File: config.mk
export PLATFORM = sky130hd
export DESIGN_NAME = generador_operandos_flat
export DESIGN_NICKNAME = d
export VERILOG_FILES = /design/src/rtl/generador_operandos_pkg.sv /design/src/rtl/generador_operandos_if.sv /design/src/rtl/generador_operandos_gen_lfsr16.sv /design/src/rtl/generador_operandos.sv /design/src/flat_wrapper.sv
export SDC_FILE = /design/constraint.sdc
export NUM_CORES = 1
export LEC_CHECK = 0
export CORE_MARGIN = 1
export CORE_UTILIZATION = 59
export CTS_CLUSTER_SIZE = 24
export DETAILED_ROUTE_END_ITERATION = 10
export PLACE_DENSITY_LB_ADDON = 0.1
export SLEW_MARGIN = 20
export SYNTH_ARGS = -nofsm -noshare
export SYNTH_HDL_FRONTEND = slang
export SYNTH_HIERARCHICAL = 1
export SYNTH_SLANG_ARGS = --single-unit
File: constraint.sdc
create_clock -name clk -period 3.2 [get_ports clk]
set_input_delay 0.48 -clock clk [delete_from_list [all_inputs] [get_ports clk]]
set_output_delay 0.48 -clock clk [all_outputs]
set_load 0.01 [all_outputs]
File: src/rtl/generador_operandos_pkg.sv
// Shared types and constants for the operand generator: FSM states, LFSR geometry and default seed.
package gen_pkg;

  typedef enum logic [2:0] {
    ST_IDLE,
    ST_LOAD,
    ST_WAIT,
    ST_SAMPLE,
    ST_DONE
  } state_t;

  localparam int              LFSR_W           = 16;
  localparam logic [LFSR_W-1:0] LFSR_TAPS      = 16'hB400;
  localparam logic [LFSR_W-1:0] GEN_DEFAULT_SEED = 16'hACE1;

  // Feedback is the XOR of bits 15, 13, 12 and 10, shifted into bit 0.
  function automatic logic [LFSR_W-1:0] lfsr_next(input logic [LFSR_W-1:0] v);
    return {v[LFSR_W-2:0], ^(v & LFSR_TAPS)};
  endfunction

endpackage

File: src/rtl/generador_operandos_if.sv
// Bus between the operand generator (master) and the comparator under test (slave).
// Carries the optional err flag when GEN_EQ_CHECK_EN is defined.
interface generador_operandos_if;

  logic       start;
  logic       q;
  logic [7:0] A;
  logic [7:0] B;
  logic       busy;
  logic       done;
  logic [7:0] gt_count;
`ifdef GEN_EQ_CHECK_EN
  logic       err;
`endif

`ifdef GEN_EQ_CHECK_EN
  modport master (input start, input q, output A, output B, output busy,
                  output done, output gt_count, output err);
  modport slave  (output start, output q, input A, input B, input busy,
                  input done, input gt_count, input err);
`else
  modport master (input start, input q, output A, output B, output busy,
                  output done, output gt_count);
  modport slave  (output start, output q, input A, input B, input busy,
                  input done, input gt_count);
`endif

endinterface

File: src/rtl/generador_operandos_gen_lfsr16.sv
// 16-bit Fibonacci LFSR with synchronous reload to the seed and single-step advance.
module gen_lfsr16
  import gen_pkg::*;
#(
  parameter logic [LFSR_W-1:0] SEED = GEN_DEFAULT_SEED
) (
  input  logic              clk,
  input  logic              rst_n,
  input  logic              i_load,
  input  logic              i_step,
  output logic [LFSR_W-1:0] o_value
);

  // An all-zero state would lock the LFSR, so a zero seed becomes 1.
  localparam logic [LFSR_W-1:0] SEED_EFF = (SEED == '0) ? {{(LFSR_W-1){1'b0}}, 1'b1} : SEED;

  logic [LFSR_W-1:0] r_lfsr;

  always_ff @(posedge clk or negedge rst_n) begin
    if (!rst_n) begin
      r_lfsr <= SEED_EFF;
    end else if (i_load) begin
      r_lfsr <= SEED_EFF;
    end else if (i_step) begin
      r_lfsr <= lfsr_next(r_lfsr);
    end
  end

  assign o_value = r_lfsr;

endmodule

File: src/rtl/generador_operandos.sv
// Operand generator: drives NUM_VECT pseudo-random A/B pairs to a comparator and counts q==1.
// Optional build macro GEN_EQ_CHECK_EN adds a sticky err flag comparing q against (A>B).
module generador_operandos
  import gen_pkg::*;
#(
  parameter int                NUM_VECT = 16,
  parameter int                LAT      = 1,
  parameter logic [LFSR_W-1:0] SEED     = GEN_DEFAULT_SEED
) (
  input logic                   clk,
  input logic                   rst_n,
  generador_operandos_if.master bus
);

  localparam logic [2:0] CNT_LAST = 3'(LAT - 1);
  localparam logic [7:0] IDX_LAST = 8'(NUM_VECT - 1);

  state_t            r_state;
  state_t            w_next;
  logic [7:0]        r_idx;
  logic [2:0]        r_cnt;
  logic [7:0]        r_a;
  logic [7:0]        r_b;
  logic [7:0]        r_gt;
  logic [LFSR_W-1:0] w_lfsr;
  logic              w_accept;
  logic              w_step;

  assign w_accept = (r_state == ST_IDLE) && bus.start;
  assign w_step   = (r_state == ST_SAMPLE);

  gen_lfsr16 #(.SEED(SEED)) u_lfsr (
    .clk     (clk),
    .rst_n   (rst_n),
    .i_load  (w_accept),
    .i_step  (w_step),
    .o_value (w_lfsr)
  );

  always_ff @(posedge clk or negedge rst_n) begin
    if (!rst_n) begin
      r_state <= ST_IDLE;
    end else begin
      r_state <= w_next;
    end
  end

  always_comb begin
    w_next = r_state;
    case (r_state)
      ST_IDLE:   if (bus.start) w_next = ST_LOAD;
      ST_LOAD:   w_next = (LAT > 1) ? ST_WAIT : ST_SAMPLE;
      ST_WAIT:   if (r_cnt == CNT_LAST) w_next = ST_SAMPLE;
      ST_SAMPLE: w_next = (r_idx == IDX_LAST) ? ST_DONE : ST_LOAD;
      ST_DONE:   w_next = ST_IDLE;
      default:   w_next = ST_IDLE;
    endcase
  end

  always_comb begin
    bus.busy = (r_state != ST_IDLE);
    bus.done = (r_state == ST_DONE);
  end

  // Operands only change on the LOAD exit edge, so they stay stable for the whole window.
  always_ff @(posedge clk or negedge rst_n) begin
    if (!rst_n) begin
      r_idx <= '0;
      r_cnt <= '0;
      r_a   <= '0;
      r_b   <= '0;
      r_gt  <= '0;
    end else begin
      case (r_state)
        ST_IDLE: begin
          if (bus.start) begin
            r_idx <= '0;
            r_cnt <= '0;
            r_gt  <= '0;
          end
        end
        ST_LOAD: begin
          r_a   <= w_lfsr[15:8];
          r_b   <= w_lfsr[7:0];
          r_cnt <= 3'd1;
        end
        ST_WAIT: begin
          r_cnt <= r_cnt + 3'd1;
        end
        ST_SAMPLE: begin
          r_gt  <= r_gt + {7'd0, bus.q};
          r_idx <= r_idx + 8'd1;
        end
        default: begin
        end
      endcase
    end
  end

  assign bus.A        = r_a;
  assign bus.B        = r_b;
  assign bus.gt_count = r_gt;

`ifdef GEN_EQ_CHECK_EN
  logic r_err;

  always_ff @(posedge clk or negedge rst_n) begin
    if (!rst_n) begin
      r_err <= 1'b0;
    end else if (w_accept) begin
      r_err <= 1'b0;
    end else if ((r_state == ST_SAMPLE) && (bus.q != (r_a > r_b))) begin
      r_err <= 1'b1;
    end
  end

  assign bus.err = r_err;
`endif

endmodule

File: src/flat_wrapper.sv
// flat-port wrapper written by rule: the top's interface ports become plain ports
module generador_operandos_flat import gen_pkg::*;
#(
  parameter int                NUM_VECT = 16,
  parameter int                LAT      = 1,
  parameter logic [LFSR_W-1:0] SEED     = GEN_DEFAULT_SEED
)
  (clk, rst_n, bus_start, bus_q, bus_A, bus_B, bus_busy, bus_done, bus_gt_count);
  generador_operandos_if bus_i ();
  input logic clk;
  input logic rst_n;
  input wire logic [$bits(bus_i.start)-1:0] bus_start;
  input wire logic [$bits(bus_i.q)-1:0] bus_q;
  output wire logic [$bits(bus_i.A)-1:0] bus_A;
  output wire logic [$bits(bus_i.B)-1:0] bus_B;
  output wire logic [$bits(bus_i.busy)-1:0] bus_busy;
  output wire logic [$bits(bus_i.done)-1:0] bus_done;
  output wire logic [$bits(bus_i.gt_count)-1:0] bus_gt_count;
  assign bus_i.start = bus_start;
  assign bus_i.q = bus_q;
  assign bus_A = bus_i.A;
  assign bus_B = bus_i.B;
  assign bus_busy = bus_i.busy;
  assign bus_done = bus_i.done;
  assign bus_gt_count = bus_i.gt_count;
  generador_operandos #(.NUM_VECT(NUM_VECT), .LAT(LAT), .SEED(SEED)) u_core (.clk(clk), .rst_n(rst_n), .bus(bus_i));
endmodule
==> implementation parameters <==
Parameter                              Value

Run status
  Run status ... finished clean

Setup path
  Crit path arrival time ... 2.58 ns
  Worst reg-to-reg path cell count ... 4
  Buffer and inverter count on the worst path ... 1
  Number of stages on the worst setup path ... 4
  Startpoint Class ... flip-flop
  Max stage delay cell, worst path ... sky130_fd_sc_hd__inv_2
  Endpoint type of the worst setup path ... flip-flop
  Cell-by-cell trace of the critical path ... nand3b_1 > inv_2 > nor2_4 > a211o_1
  CP peak stage delay ... 0.71 ns
  Largest delay share family, worst path ... buffers and inverters
  Max FO, Critical Path ... 31
  Crit path required time ... about 3.4 ns
  Classification of the worst setup path ... reg2reg

Timing
  Final Hold Violating Endpoints ... 0
  Smallest setup slack after layout ... 0.8272 ns
  Final min period ... approximately 2.4 ns
  Fin Clk Skew ... between 0.01 and 0.015 ns
  Max-slew headroom ... about half
  Transition time at the pin with the least slew margin ... 0.7312 ns
  Part of the cycle the worst path needs ... 74.15%
  Hold_ws ... 0.1931 ns
  Max-slew violation count ... 0
  Final Setup Violations ... 0
  Setup TNS ... 0 ns
  Unrepaired setup endpoints after global routing ... no
  Maximum operating frequency ... around 420 MHz

Logic synthesis
  Synth top area cells ... sky130_fd_sc_hd__dfrtp_1 46%, sky130_fd_sc_hd__dfstp_2 8.3%, sky130_fd_sc_hd__mux2i_1 7.6%
  Fraction of registers with async set/reset ... 100.0%
  Fraction of the mapped netlist area in adder cells ... 2.484%
  Cell variety after synth ... 46
  Primary FF master, synth ... sky130_fd_sc_hd__dfrtp_1
  Most area-hungry cell type in the Yosys netlist ... sky130_fd_sc_hd__dfrtp_1
  Xor and xnor area share after synthesis ... 1.391%
  Largest family of logic cells by synthesized area ... simple AND/OR/NAND/NOR gates
  Number of instances in the synthesized netlist ... about 220
  Post-synth top cells ... 46 x sky130_fd_sc_hd__dfrtp_1, 20 x sky130_fd_sc_hd__nand2_1, 19 x sky130_fd_sc_hd__mux2i_1
  Share of synthesized area occupied by flip-flops and latches ... 54.05%
  Count of warnings emitted by yosys ... 6
  Compound-cell area share of the yosys netlist ... under 10%
  Fraction of the mapped netlist area in simple logic gates ... 15.05%
  Number of synthesized register bits ... 54
  Synthesized area per cell ... around 12 µm²
  Area share of the largest cell type after synthesis ... between 40% and 50%
  Area of the mapped netlist ... ~2500 µm²
  Most repeated cell in the gate-level netlist after synthesis ... sky130_fd_sc_hd__dfrtp_1
  Multiplexer share of the synthesized area ... between 10 and 15%
  EDFF count, synth ... 0
  Net count of the mapped netlist ... about 230

Global route
  Via count of the first global-routing pass ... roughly 1600
  Antenna violations before repair ... 0
  Wire length of the first global-routing pass ... 8017 µm
  Maximum number of pins on one net before global-route repair ... between 50 and 60
  Total routing resource utilization after global routing ... 24.30%
  GR Overflow Total ... 0

Power
  Peak supply drop ... between 0.5 and 0.6 mV
  Power density over the cells ... between 1000 and 1500 nW/µm²
  Leakage power figure ... 1.335 nW

Clock network
  Clock insertion delay at the later pin of the skew report ... 0.32 ns
  Number of buffers inserted by hold repair at cts ... 0
  Number of instances resized during post-cts repair ... 0
  CTS tree ... done
  Number of H-tree levels ... 2
  Root buffer selected by CTS ... sky130_fd_sc_hd__clkbuf_8
  Clock sink count ... 54
  Register clock-pin slew on the reported worst setup and hold paths ... 0.10 ns
  # Post-CTS Setup Buffers ... 0
  Maximum buffer depth of the clock tree ... 2
  Num CTS Buffers ... 5

Final layout
  Count of fill cells added during filler insertion ... between 200 and 300
  Final design instance area without fill ... a little under 3000 µm²
  Share of final-layout standard cells stronger than drive strength 1 ... around 15%
  Flip-flop and latch area ... between 1000 and 1500 µm²
  Post-route insts no fill ... approximately 290
  Area Overhead vs Synth ... 15.25%
  Diode count ... 0
  Footprint of the multi-input gates ... 1044 µm²
  Net count, final ... 250

Place
  Number of cells after detailed placement ... approximately 280
  Gp weighted congestion ... slightly below 0.9
  IO Port Bufs ... 29
  Half-perimeter wire length of the detailed placement result ... about 3200 µm
  Cell Area, Placed ... 2784 µm²
  Setup WS pre-CTS ... approximately 0.87 ns

Routing
  Detailed Routing Iterations Pass 1 ... 4
  Drc violations ... 0
  Total via count in the routed design ... about 1700
  Post-detailed-route via-to-cell ratio ... 5.877
  Routed wire length ... about 4700 µm
  ANT nets after route ... 0
  Post-detailed-route wirelength per cell ... between 15 and 20 µm
  Iter 0 DRT Violations ... 154

Die
  DIE HEIGHT ... 67.34 µm
  Number of placement rows ... 23
  Placeable Area ... between 4000 and 5000 µm²
  Width of the die ... between 60 and 70 µm
  Number of top-level pins ... 30
  Initial core utilization ... between 60% and 70%
  Die Outline Area ... roughly 4500 µm²

Hold path
  Hold/Removal Path Class ... in2async

Run
  Max-cap viol count ... 0
## area by class of cell
type                            count  share of cell area [%]
Sequential cell                    54                   46.90
Multi-Input combinational cell    144                   35.95
Tap cell                           50                   2.155
Timing Repair Buffer               29                   9.914
Inverter                            7                   1.078
Clock buffer                        5                   2.371
Clock inverter                      3                   1.638
## layer usage
layer	wire length, µm	up-vias	global-route usage (%)	share of wire, %
met4	117	0	11.44	2.5
met3	171	15	4.561	3.6
met5	0	-	0	0
li1	-	814	-	-
met1	2127	838	31.60	45
met2	2290	49	39.13	49
## power breakdown
group	internal (mW)	switching, mW	total, mW
Clock	0.237	0.233	0.470
Sequential	1.02	0.257	1.28
Combinational	0.652	0.564	1.22
Total	1.91	1.05	2.96
## placed cells by master, fill, tap and decap left out, types with 2 or more instances in the layout
cell type	instances
sky130_fd_sc_hd__nor3b_1	5
sky130_fd_sc_hd__nand2_1	20
sky130_fd_sc_hd__dfrtp_1	46
sky130_fd_sc_hd__mux2i_1	19
sky130_fd_sc_hd__nand4_1	4
sky130_fd_sc_hd__clkdlybuf4s50_1	28
sky130_fd_sc_hd__a211o_1	4
sky130_fd_sc_hd__mux2_2	14
sky130_fd_sc_hd__o21a_1	2
sky130_fd_sc_hd__and3_1	6
sky130_fd_sc_hd__clkbuf_8	5
sky130_fd_sc_hd__ha_1	5
sky130_fd_sc_hd__nand3_1	6
sky130_fd_sc_hd__xnor2_1	4
sky130_fd_sc_hd__nor4_1	2
sky130_fd_sc_hd__inv_1	5
sky130_fd_sc_hd__o21ai_0	6
sky130_fd_sc_hd__mux2_1	2
sky130_fd_sc_hd__nor2_1	12
sky130_fd_sc_hd__a21oi_1	7
sky130_fd_sc_hd__a31oi_1	2
sky130_fd_sc_hd__nor3_1	4
sky130_fd_sc_hd__and3b_1	2
sky130_fd_sc_hd__nor2b_1	4
sky130_fd_sc_hd__clkinv_4	2
sky130_fd_sc_hd__dfstp_2	8
## registers in the layout (all words and copies together), names as in the netlist
name,flops
u_core/r_cnt,3
u_core/bus.gt_count,8
u_core/r_state,3
u_core/u_lfsr/o_value,16
u_core/bus.B,8
u_core/bus.A,8
u_core/r_idx,8
## cell families after synthesis
logic type	Yosys count
adder cells (fa/ha/maj)	5
XOR/XNOR	4
flip-flops	54
multiplexers	35
AND/OR/NAND/NOR	71
buffers and inverters	18
AO/OA/AOI/OAI	29
## path summary, 6_finish.rpt
| path | start | end | slack [ns] |
|---|---|---|---|
| setup / recovery | u_core/r_state[0] | u_core/bus.gt_count[2] | 0.83 |
| hold / removal | rst_n | u_core/bus.B[6] | 0.19 |
| setup reg to reg | u_core/r_state[0] | u_core/bus.gt_count[2] | 0.83 |
| hold reg to reg | u_core/r_idx[7] | u_core/r_idx[7] | 0.48 |
| max in group asynchronous | rst_n | u_core/r_idx[2] | 2.57 |
| min in group clk | u_core/r_idx[7] | u_core/r_idx[7] | 0.48 |
## through the flow
stage | power, mW | util, %
6_report | 2.965 | 71.54
5_1_grt | 3.200 | 71.54
4_1_cts | 2.987 | 71.48
3_5_place_dp | 2.511 | 68.61
3_3_place_gp | 2.440 | 68.61
2_1_floorplan | 2.106 | -
Note: power is estimated with default switching activity, not from simulation.
